===== src/rtl/bfp_pkg.sv =====
// Shared definitions for the block-floating-point datapath: IEEE-754 single
// field layout, special exponent codes, encoder state type and small helpers.
// No ports; imported by bfp_align and bfp_block_encoder.
package bfp_pkg;

  localparam int IEEE_EXP_W  = 8;
  localparam int IEEE_MANT_W = 23;
  localparam int EXP_BIAS    = 127;

  // Exponent codes with special meaning in IEEE-754 single.
  localparam logic [IEEE_EXP_W-1:0] EXP_ZERO       = 8'd0;    // zero / denormal
  localparam logic [IEEE_EXP_W-1:0] EXP_SPECIAL    = 8'd255;  // Inf / NaN
  localparam logic [IEEE_EXP_W-1:0] EXP_MAX_FINITE = 8'd254;

  // Width of one aligned sign-magnitude element (sign + 23-bit magnitude).
  localparam int SF_W = 24;

  typedef enum logic {FILL, DRAIN} state_t;

  // Sign-magnitude packing: sign in the MSB, magnitude below it.
  function automatic logic [SF_W-1:0] sm_pack(input logic sign, input logic [SF_W-2:0] mag);
    return {sign, mag};
  endfunction

  // Inf/NaN are ranked as the largest finite exponent.
  function automatic logic [IEEE_EXP_W-1:0] eff_exp(input logic [IEEE_EXP_W-1:0] e);
    return (e == EXP_SPECIAL) ? EXP_MAX_FINITE : e;
  endfunction

  function automatic logic [IEEE_EXP_W-1:0] clamp_exp(input logic [IEEE_EXP_W-1:0] e,
                                                      input logic [IEEE_EXP_W-1:0] lo,
                                                      input logic [IEEE_EXP_W-1:0] hi);
    if (e < lo) return lo;
    if (e > hi) return hi;
    return e;
  endfunction

endpackage


===== src/rtl/bfp_align.sv =====
// Combinational aligner: shifts one IEEE single onto a shared biased exponent,
// producing a truncated sign-magnitude word and a saturation indication.
// Ports: in_data_i (IEEE word), exp_i (biased shared exponent) -> signfrac_o, sat_o.
module bfp_align
  import bfp_pkg::*;
(
  input  logic [31:0]     in_data_i,
  input  logic [7:0]      exp_i,
  output logic [SF_W-1:0] signfrac_o,
  output logic            sat_o
);

  logic                   sign;
  logic [IEEE_EXP_W-1:0]  e;
  logic [IEEE_EXP_W-1:0]  e_eff;
  logic [IEEE_MANT_W-1:0] m;
  logic [SF_W-2:0]        base;
  logic [SF_W-2:0]        mag;
  logic [7:0]             shift;
  logic                   unused_mant_lsb;

  assign sign  = in_data_i[31];
  assign e     = in_data_i[30:23];
  assign m     = in_data_i[22:0];
  assign e_eff = eff_exp(e);

  // Hidden one on top; the mantissa LSB falls off the 23-bit magnitude.
  assign base            = {1'b1, m[IEEE_MANT_W-1 -: SF_W-2]};
  assign unused_mant_lsb = m[0];

  always_comb begin
    mag   = '0;
    sat_o = 1'b0;
    shift = exp_i - e_eff;
    if (e == EXP_ZERO) begin
      mag = '0;
    end else if (e == EXP_SPECIAL || e_eff > exp_i) begin
      // Inf/NaN, or above the clamped shared exponent: full scale.
      mag   = '1;
      sat_o = 1'b1;
    end else if (shift >= 8'(SF_W-1)) begin
      mag = '0;
    end else begin
      mag = base >> shift;
    end
  end

  assign signfrac_o = sm_pack(sign, mag);

endmodule


===== src/rtl/bfp_block_encoder.sv =====
// Float-to-BFP front end: buffers BLOCK_SIZE IEEE singles, picks one shared
// exponent from the block maximum, then drains aligned sign-magnitude words.
// Ports: in_data/in_valid/in_ready (FILL only), out_signfrac/out_exp/out_last/
// out_valid/out_ready (DRAIN, registered, held under stall), sat_flag (sticky per block).
module bfp_block_encoder
  import bfp_pkg::*;
#(
  parameter int BLOCK_SIZE = 8,
  parameter int FRAC_W     = SF_W,          // aligner is built for SF_W; keep equal
  parameter int EXP_W      = 5,
  parameter int EXP_OFFSET = EXP_BIAS - 15  // out_exp 15 corresponds to 2^0
) (
  input  logic              clk,
  input  logic              rst,
  input  logic [31:0]       in_data,
  input  logic              in_valid,
  output logic              in_ready,
  output logic [FRAC_W-1:0] out_signfrac,
  output logic [EXP_W-1:0]  out_exp,
  output logic              out_valid,
  input  logic              out_ready,
  output logic              out_last,
  output logic              sat_flag
);

  localparam int               CNT_W    = $clog2(BLOCK_SIZE);
  localparam logic [CNT_W-1:0] CNT_LAST = CNT_W'(BLOCK_SIZE - 1);
  localparam logic [7:0]       E_LO     = 8'(EXP_OFFSET);
  localparam logic [7:0]       E_HI     = 8'(EXP_OFFSET + 2**EXP_W - 1);

  state_t            state_q;
  logic [CNT_W-1:0]  cnt_q;
  logic [7:0]        emax_q;
  logic [7:0]        e_q;
  logic [31:0]       blk_buf_q [BLOCK_SIZE];
  logic              in_ready_q;
  logic              out_valid_q;
  logic [FRAC_W-1:0] out_signfrac_q;
  logic [EXP_W-1:0]  out_exp_q;
  logic              out_last_q;
  logic              sat_q;

  logic              in_fire;
  logic              out_fire;
  logic [CNT_W-1:0]  cnt_inc;
  logic [7:0]        in_e_eff;
  logic [7:0]        emax_d;
  logic [7:0]        e_blk;
  logic [31:0]       al_data;
  logic [7:0]        al_exp;
  logic [SF_W-1:0]   al_sf;
  logic              al_sat;

  assign in_fire  = in_valid && in_ready_q;
  assign out_fire = out_valid_q && out_ready;
  assign cnt_inc  = cnt_q + 1'b1;

  // Running max over non-zero exponents, including the beat being accepted,
  // so the shared exponent is ready on the last fill beat.
  assign in_e_eff = eff_exp(in_data[30:23]);
  assign emax_d   = (in_data[30:23] != EXP_ZERO && in_e_eff > emax_q) ? in_e_eff : emax_q;
  assign e_blk    = clamp_exp(emax_d, E_LO, E_HI);

  // On the last fill beat element 0 is aligned with the freshly computed
  // exponent; during drain the next element is pre-aligned with the latched one.
  assign al_data = (state_q == FILL) ? blk_buf_q[0] : blk_buf_q[cnt_inc];
  assign al_exp  = (state_q == FILL) ? e_blk : e_q;

  bfp_align u_align (
    .in_data_i  (al_data),
    .exp_i      (al_exp),
    .signfrac_o (al_sf),
    .sat_o      (al_sat)
  );

  always_ff @(posedge clk) begin
    if (in_fire) blk_buf_q[cnt_q] <= in_data;
  end

  always_ff @(posedge clk or posedge rst) begin
    if (rst) begin
      state_q        <= FILL;
      cnt_q          <= '0;
      emax_q         <= '0;
      e_q            <= '0;
      in_ready_q     <= 1'b1;
      out_valid_q    <= 1'b0;
      out_signfrac_q <= '0;
      out_exp_q      <= '0;
      out_last_q     <= 1'b0;
      sat_q          <= 1'b0;
    end else begin
      case (state_q)
        FILL: begin
          if (in_fire) begin
            cnt_q  <= cnt_inc;   // wraps to 0 on the last beat, ready for drain
            emax_q <= emax_d;
            if (cnt_q == CNT_LAST) begin
              state_q        <= DRAIN;
              in_ready_q     <= 1'b0;
              e_q            <= e_blk;
              out_exp_q      <= EXP_W'(e_blk - E_LO);
              out_valid_q    <= 1'b1;
              out_signfrac_q <= al_sf;
              out_last_q     <= 1'b0;
              sat_q          <= sat_q | al_sat;
            end
          end
        end
        DRAIN: begin
          if (out_fire) begin
            if (out_last_q) begin
              state_q     <= FILL;
              in_ready_q  <= 1'b1;
              out_valid_q <= 1'b0;
              out_last_q  <= 1'b0;
              cnt_q       <= '0;
              emax_q      <= '0;
              sat_q       <= 1'b0;
            end else begin
              cnt_q          <= cnt_inc;
              out_signfrac_q <= al_sf;
              out_last_q     <= (cnt_inc == CNT_LAST);
              sat_q          <= sat_q | al_sat;
            end
          end
        end
        default: state_q <= FILL;
      endcase
    end
  end

  assign in_ready     = in_ready_q;
  assign out_valid    = out_valid_q;
  assign out_signfrac = out_signfrac_q;
  assign out_exp      = out_exp_q;
  assign out_last     = out_last_q;
  assign sat_flag     = sat_q;

endmodule

===== config.mk =====
export PLATFORM = sky130hd
export DESIGN_NAME = bfp_block_encoder
export DESIGN_NICKNAME = d
export VERILOG_FILES = /design/src/rtl/bfp_pkg.sv /design/src/rtl/bfp_align.sv /design/src/rtl/bfp_block_encoder.sv
export SDC_FILE = /design/constraint.sdc
export NUM_CORES = 1
export LEC_CHECK = 0
export ABC_CLOCK_PERIOD_IN_PS = 5300
export CORE_MARGIN = 2
export CORE_UTILIZATION = 40
export CTS_BUF_LIST = sky130_fd_sc_hd__clkbuf_4 sky130_fd_sc_hd__clkbuf_8
export DETAILED_ROUTE_END_ITERATION = 8
export GPL_ROUTABILITY_DRIVEN = 0
export RECOVER_POWER = 50
export SLEW_MARGIN = 20
export SYNTH_ARGS = -nofsm -noshare
export SYNTH_HDL_FRONTEND = slang
export SYNTH_HIERARCHICAL = 1
export SYNTH_SLANG_ARGS = --single-unit

===== constraint.sdc =====
create_clock -name clk -period 5.3 [get_ports clk]
set_input_delay 1.06 -clock clk [delete_from_list [all_inputs] [get_ports clk]]
set_output_delay 1.06 -clock clk [all_outputs]
set_load 0.05 [all_outputs]

==> reports/metrics.yaml, run 1 <==
routing:
  drt_pre_antenna_iters: 5
  routedWlPerCell_um: 19.6
  viasPerCell: 5.37
  via_count: 8422
  postRouteAntennaNets: 0
  drt_iter0_drc: 613
  drcViolationCount: 0
  totalWireLength_um: 30800
clock_tree:
  cts_tree: "yes"
  clk_path_buf_depth: 3
  hold_buffers: 0
  cts_sinks: 297
  root_buffer: "clkbuf_8"
  clk_latency_ns: 0.59
  cts_made_buffers: 49
  clkSlewWorstSetupHoldPaths_ns: 0.06
  h-tree-depth: 2
floorplan:
  die_area_mm2: 0.0363
  fp-row-count: 68
  die_h_um: 191
  start_util_pct: 40.4
  core_area_mm2: 0.0345
  ios: 69
  die_w_um: 191
yosys:
  yosysWarningCount: 6
  netlist_instances: 924
  synth.avg_cell_area_um2: 15.1
  synth_area_mm2: 0.0139
  synth_nets: 980
status:
  violations: "max-capacitance violations, max-slew violations"
  status: "finished, violations left"
worst_setup_path:
  cp.arrival_ns: 5.57
  crit_top_cell: "o21ai_0"
  crit_start: "in_data[29]"
  start_kind: "input pin"
  crit_type: "input pin to flip-flop"
  worst_path_largest_cell_delay_ns: 0.56
  crit_chain: "dlygate4sd3_1, buf_4, ha_1, o21a_2, a21oi_2, nand3_1, a211o_1, a31oi_2, inv_1, ha_4, fa_2, buf_12, mux2_2, mux2i_2, o21ai_0, mux2i_1, o21ai_0, mux2_1"
  critPathCaptureType: "flip-flop"
  cp_max_fo: 12
  crit_slowest_cell: "dlygate4sd3_1"
  r2r-start: "cnt_q[0]"
  required_ns: 5.75
sta:
  setup_viol: 0
  fmax_ghz: 0.195
  final_hold_viol_count: 0
  finalClockSkew_ns: 0.0229
  worst_pin_slew_ns: 2.63
  layout_min_cycle_time_ns: 5.12
  slew_violations: 82
  relSlewSlack_pct: -75.3
  fin_crit_sh_pct: 96.6
global_routing:
  grt_pass1_wl_um: 47700
  grt_pass1_vias: 8505
  antenna_found_initial: 4
  grt_start_max_net_pins: 50
  globalRouteOverflowTotal: 0
  track_usage_pct: 17.0
flow_run:
  max-cap-violations: 2
layout:
  drive_gt1_share_pct: 27.2
  fin_util_pct: 48.9
  area_growth_pct: 20.9
  nets: 1133
placement:
  dp.final_hpwl_um: 19800
  numPortBuffers: 67
hold_path:
  hp-class: "flip-flop to flip-flop"
  hp-start: "out_signfrac[18]"
-- cell usage in the layout (no fill, tap or decap), drive strengths merged, types with 6 or more instances in the layout --
cell type        n
nor2b            6
dlygate4sd3     27
o31ai            8
o211ai           8
nand3           19
inv             33
mux2            30
nand4            6
dfrtp           48
a31oi            9
mux2i           57
clkdlybuf4s50   36
a21oi           56
buf             90
nor3             7
a32oi            6
clkbuf          78
nand2           56
o21ai           41
ha              19
edfxtp         248
clkinv          12
nor2            61
mux4            76
-- path summary, 6_finish.rpt --
check                      slack (ns)                to  depth (start not counted)
max in group asynchronous        1.56          cnt_q[0]                          3
hold / removal                   0.49  out_signfrac[18]                          1
setup / recovery                 0.18  out_signfrac[11]                         18
min in group asynchronous        1.90         emax_q[0]                          3
setup reg to reg                 0.22  out_signfrac[11]                         18
hold reg to reg                  0.49  out_signfrac[18]                          1
-- flip-flops by register name (all words and copies together), names as in the netlist --
signal        count
blk_buf_q       248
e_q               8
out_last          1
out_exp           1
out_valid         1
emax_q            8
cnt_q             3
sat_flag          1
in_ready          1
state_q           1
out_signfrac     24
-- final cells by class --
class	count	area (um2)
well taps	455	569
flip-flops and latches	297	8680
clock inverters	16	139
clock buffers	71	852
multi-input cells	533	5010
inverters	32	120
diodes	1	2.50
fillers	3008	17600
repair buffers	164	1480
-- per-stage QoR --
| step | instance area (um2) | setup slack [ns] | std cells | hold slack, ns | setup TNS [ns] |
|---|---|---|---|---|---|
| after floorplan | 13900 | 0.00854 | 924 | 0.450 | 0 |
| after global placement | 15700 | -0.631 | 1479 | 0.464 | -12.26 |
| after detailed placement | 15700 | -0.606 | 1479 | 0.476 | -12.25 |
| after CTS | 16700 | 0.00665 | 1566 | 0.489 | 0 |
| after global routing | 16800 | -0.00928 | 1568 | 0.509 | -0.0212 |
| final | 16800 | 0.179 | 1569 | 0.486 | 0 |
-- layer usage --
metal,wire (um),vias up,share of wire (%),global-route usage [%]
met1,14500,4241,47,24.2
li1,-,3946,-,-
met2,14200,174,46,26.9
met3,1370,57,4.5,2.93
met4,733,4,2.4,5.34
met5,21,-,0.068,0
-- repair_timing --
action,CTS,global route
setup endpoints to repair,2,23
setup buffers,0,2
gates resized for setup,2,42
pin swaps,0,12
-- worst max-delay path, delay by kind of cell --
family | cells | cell delay, ns
buf+inv | 4 | 1.00
mux | 4 | 1.02
fa+ha+maj | 3 | 1.07
compound gates | 6 | 1.29
simple gates | 1 | 0.14
Power of run 1 is left out: the tool's default activity adds up to more than one toggle a clock period on the data nets, which glitch-free logic cannot reach.
==> run 2, diff against run 1 <==
CTS_BUF_LIST = default   (was sky130_fd_sc_hd__clkbuf_4 sky130_fd_sc_hd__clkbuf_8)
PLACE_DENSITY_LB_ADDON = 0.1   (was default)
==> reports/metrics.yaml, run 2 (synthesis gave the netlist of run 1 again) <==
status:
  status: "finished, violations left"
  violations: "max-capacitance violations, max-slew violations"
clock_tree:
  clk_path_buf_depth: 3
  root_buffer: "clkbuf_16"
  cts_made_buffers: 34
  cts_tree: "yes"
  hold_buffers: 0
  cts_sinks: 297
  clkSlewWorstSetupHoldPaths_ns: 0.05
  h-tree-depth: 2
  clk_latency_ns: 0.53
layout:
  fin_area_mm2: 0.0171
  final_common_cell: "edfxtp_1"
  fillCellCount: 3001
  regMostFlops: "blk_buf_q"
  area_growth_pct: 22.9
  nets: 1133
  drive_gt1_share_pct: 26.6
  largest_reg_flops: 248
  layout_common_cells: "edfxtp_1 (248), buf_4 (93), mux4_2 (76)"
global_routing:
  antenna_found_initial: 1
  grt_start_max_net_pins: 37
  grt_pass1_vias: 8500
  globalRouteOverflowTotal: 0
  track_usage_pct: 18.1
  grt_pass1_wl_um: 50100
routing:
  wl_met2_um: 14800
  viasPerCell: 5.41
  totalWireLength_um: 31900
  routedWlPerCell_um: 20.5
  highest_layer: "met4"
  met1Wirelength_um: 15400
  drt_pre_antenna_iters: 4
  drcViolationCount: 0
  drt_iter0_drc: 544
  postRouteAntennaNets: 0
  via_count: 8422
  met3_length_um: 1100
sta:
  holdWs_ns: 0.483
  worst_pin_slew_ns: 1.50
  fin_crit_sh_pct: 97.4
  slew_violations: 3
  final_hold_viol_count: 0
  rsz0062_at_grt: "no"
  finalClockSkew_ns: 0.0226
  layout_min_cycle_time_ns: 5.16
  setup_viol: 0
  fmax_ghz: 0.194
  relSlewSlack_pct: -0.000311
floorplan:
  start_util_pct: 40.4
  core_area_mm2: 0.0345
  die_w_um: 191
  die_area_mm2: 0.0363
  fp-row-count: 68
  die_h_um: 191
  ios: 69
worst_setup_path:
  cp.buffers_inverters: 7
  worst_path_largest_cell_delay_ns: 0.55
  regToRegEndpoint: "out_signfrac[10]"
  r2r-start: "cnt_q[0]"
  required_ns: 5.70
  crit_chain: "clkdlybuf4s50_1, buf_4, ha_1, a211o_2, a21oi_2, nand3_1, a211o_1, a31oi_4, inv_2, ha_4, fa_2, buf_8, buf_8, buf_4, nor3_1, a31oi_1, inv_1, nand3_1, o221ai_1, mux2_1"
  cp.arrival_ns: 5.56
  r2r_slack_ns: 0.26
  crit_slowest_cell: "fa_2"
  path_delay_family: "compound AO/OA/AOI/OAI gates"
  start_kind: "input pin"
  critPathCaptureType: "flip-flop"
  crit_type: "input pin to flip-flop"
  rr_worst_depth: 18
  cp_max_fo: 12
flow_run:
  max-cap-violations: 1
placement:
  placed_area_mm2: 0.0158
  numPortBuffers: 67
  dp.final_hpwl_um: 20600
hold_path:
  hp-start: "e_q[6]"
  worstHoldEndpoint: "e_q[6]"
  hp-class: "flip-flop to flip-flop"
  holdPathStages: 2
[run 2: cell count changes in the layout (fill, tap and decap cells not counted), sizes merged]
cell,before,now
buf,90,104
bufinv,2,1
clkbuf,78,53
clkdlybuf4s25,4,3
clkdlybuf4s50,36,37
clkinvlp,1,0
dlygate4sd3,27,26
dlymetal6s2s,0,1
inv,33,35
[run 2: metrics by stage]
stage	setup WS, ns	cells	util [%]	TNS [ns]
after floorplan	0.00854	924	-	0
after detailed placement	-0.653	1491	45.9	-13.35
after CTS	0.00570	1552	49.1	0
after global placement	-0.634	1491	45.9	-13.22
final	0.139	1558	49.7	0
after global routing	0.00559	1557	49.7	0
[run 2: how the worst max path moves through the flow]
stage | to | from | slack [ns] | cells after the start
detailed placement | out_signfrac[10] | in_data[28] | -0.65 | 21
CTS | out_signfrac[3] | in_data[28] | 0.006 | 20
global route | out_signfrac[1] | in_data[26] | 0.006 | 19
finish | out_signfrac[10] | in_data[28] | 0.14 | 20
floorplan | out_signfrac[6] | cnt_q[0] | 0.009 | 22
global placement | out_signfrac[1] | in_data[28] | -0.63 | 22
[run 2: per-layer routing]
metal,up-vias,global-route usage [%]
li1,3945,-
met2,157,28.3
met4,0,4.89
met5,-,0
met3,43,2.41
met1,4277,26.8
[run 2: repair_timing]
item,in CTS,in global routing
gates resized for setup,7,49
cloned,0,2
pin swaps,0,17
endpoints found under the setup margin,22,23
setup buffers,0,4
[run 2: area by class of cell]
cell class | instances | area (um2) | share of cell area, %
tap | 455 | 569 | 3.32
clock inverter | 16 | 143 | 0.832
multi-input combinational | 533 | 5080 | 29.6
antenna | 1 | 2.50 | 0.0146
clock buffer | 45 | 912 | 5.32
inverter | 32 | 120 | 0.701
sequential | 297 | 8680 | 50.7
timing repair buffer | 179 | 1630 | 9.52
[run 2: tightest hold or removal path: stages (launching register included)]
cell and delay [ns]:
dfrtp_1 0.34, nand2_1 0.05, o21ai_0 0.06
Power of run 2 is left out for the same reason.
==> run 3, diff against run 2 <==
ABC_CLOCK_PERIOD_IN_PS = 4800   (was 5300)
clock period = 4.8 ns   (was 5.3 ns; I/O delays follow)
==> reports/metrics.yaml, run 3 (synthesis gave the netlist of run 1 again) <==
status:
  status: "finished, violations left"
  violations: "max-capacitance violations, max-slew violations"
placement:
  dp_slack_ns: -0.858
  dp.cells: 1517
  dp.final_hpwl_um: 21200
  numPortBuffers: 67
  placed_area_mm2: 0.0161
worst_setup_path:
  crit_top_cell: "o21ai_0"
  required_ns: 5.21
  start_kind: "input pin"
  critPathCaptureType: "flip-flop"
  crit_chain: "dlygate4sd2_1, buf_6, ha_1, o21a_2, a21o_1, and3_4, a211o_1, a31oi_4, inv_2, ha_2, fa_2, buf_12, buf_12, mux4_2, nand2_1, o21ai_0, o21ai_0, o21ai_0, mux2_1"
  worst_path_largest_cell_delay_ns: 0.59
  crit_type: "input pin to flip-flop"
  cp.arrival_ns: 5.06
  crit_slowest_cell: "fa_2"
  cp_max_fo: 12
  rr_worst_depth: 20
layout:
  final_common_cell: "edfxtp_1"
  layout_common_cells: "edfxtp_1 (248), buf_4 (118), mux4_2 (76)"
  largest_reg_flops: 248
  layoutNonFillerInstCount: 1585
  regMostFlops: "blk_buf_q"
  diodes: 0
  nets: 1159
  area_growth_pct: 25.6
  drive_gt1_share_pct: 29.3
  fin_area_mm2: 0.0175
global_routing:
  track_usage_pct: 18.3
  grt_start_max_net_pins: 43
  grt-busiest-layer: "met2"
  grt_pass1_wl_um: 50500
  grtUsageMet2_pct: 29.6
  grt_pass1_vias: 8629
  use_met1_pct: 26.0
  globalRouteOverflowTotal: 0
  grt_use_met3_pct: 2.96
  antenna_found_initial: 2
routing:
  totalWireLength_um: 32300
  postRouteAntennaNets: 0
  viasPerCell: 5.35
  via_count: 8477
  drt_pre_antenna_iters: 5
  drcViolationCount: 0
  drt_iter0_drc: 541
  routedWlPerCell_um: 20.4
floorplan:
  die_h_um: 191
  core_area_mm2: 0.0345
  die_w_um: 191
  die_area_mm2: 0.0363
  start_util_pct: 40.4
  ios: 69
  fp-row-count: 68
sta:
  relSlewSlack_pct: -6.84
  setup_slack_ns: 0.146
  rsz0062_at_grt: "no"
  setup_viol: 0
  layout_min_cycle_time_ns: 4.65
  slew_violations: 30
  fin_crit_sh_pct: 97.0
  final_hold_viol_count: 0
  worst_pin_slew_ns: 1.60
  finalClockSkew_ns: 0.0134
  fmax_ghz: 0.215
clock_tree:
  clkSlewWorstSetupHoldPaths_ns: 0.06
  h-tree-depth: 2
  cts_made_buffers: 35
  clk_latency_ns: 0.53
  cts_sinks: 297
  root_buffer: "clkbuf_16"
  cts_tree: "yes"
  clk_path_buf_depth: 3
hold_path:
  holdPathStages: 1
  hp-class: "flip-flop to flip-flop"
flow_run:
  max-cap-violations: 1
-- run 3: stage by stage --
step	util (%)	hold WS (ns)	setup TNS (ns)
finish	50.8	0.486	0
global route	50.8	0.506	0
CTS	50.7	0.488	0
detailed placement	46.7	0.474	-18.63
global placement	46.7	0.464	-18.30
floorplan	-	0.450	0
-- run 3: metal layers --
layer | share of wire (%) | up-vias
li1 | - | 3987
met1 | 47 | 4262
met2 | 47 | 185
met3 | 4.2 | 43
met4 | 1.9 | 0
met5 | 0 | -
-- run 3: critical path: cells and delay by family --
kind | cells | cell delay [ns]
AO/OA/AOI/OAI | 7 | 1.43
adder cells (fa/ha/maj) | 3 | 1.10
multiplexers | 2 | 0.59
AND/OR/NAND/NOR | 2 | 0.23
buffers and inverters | 5 | 0.71
-- run 3: cell type report --
type	instances	area (um2)
timing repair buffer	204	1850
multi-input combinational	533	5060
tap	455	569
inverter	32	123
clock buffer	42	902
fill	2977	17000
clock inverter	22	317
sequential	297	8680
-- run 3: repair_timing --
item,4_1_cts,5_1_grt
hold buffers,0,0
gates cloned,1,0
endpoints found under the setup margin,23,23
pin swaps,10,12
buffers inserted,2,1
resized for setup,37,27
-- run 3: final timing paths --
| check | end | from | slack, ns |
|---|---|---|---|
| max | out_signfrac[7] | in_data[29] | 0.15 |
| min reg2reg | out_signfrac[9] | out_signfrac[9] | 0.49 |
| max in group asynchronous | out_signfrac[15] | rst | 1.76 |
| min in group asynchronous | emax_q[6] | rst | 1.06 |
| min | out_signfrac[9] | out_signfrac[9] | 0.49 |
| max reg2reg | out_signfrac[7] | cnt_q[0] | 0.16 |
Power of run 3 is left out for the same reason.
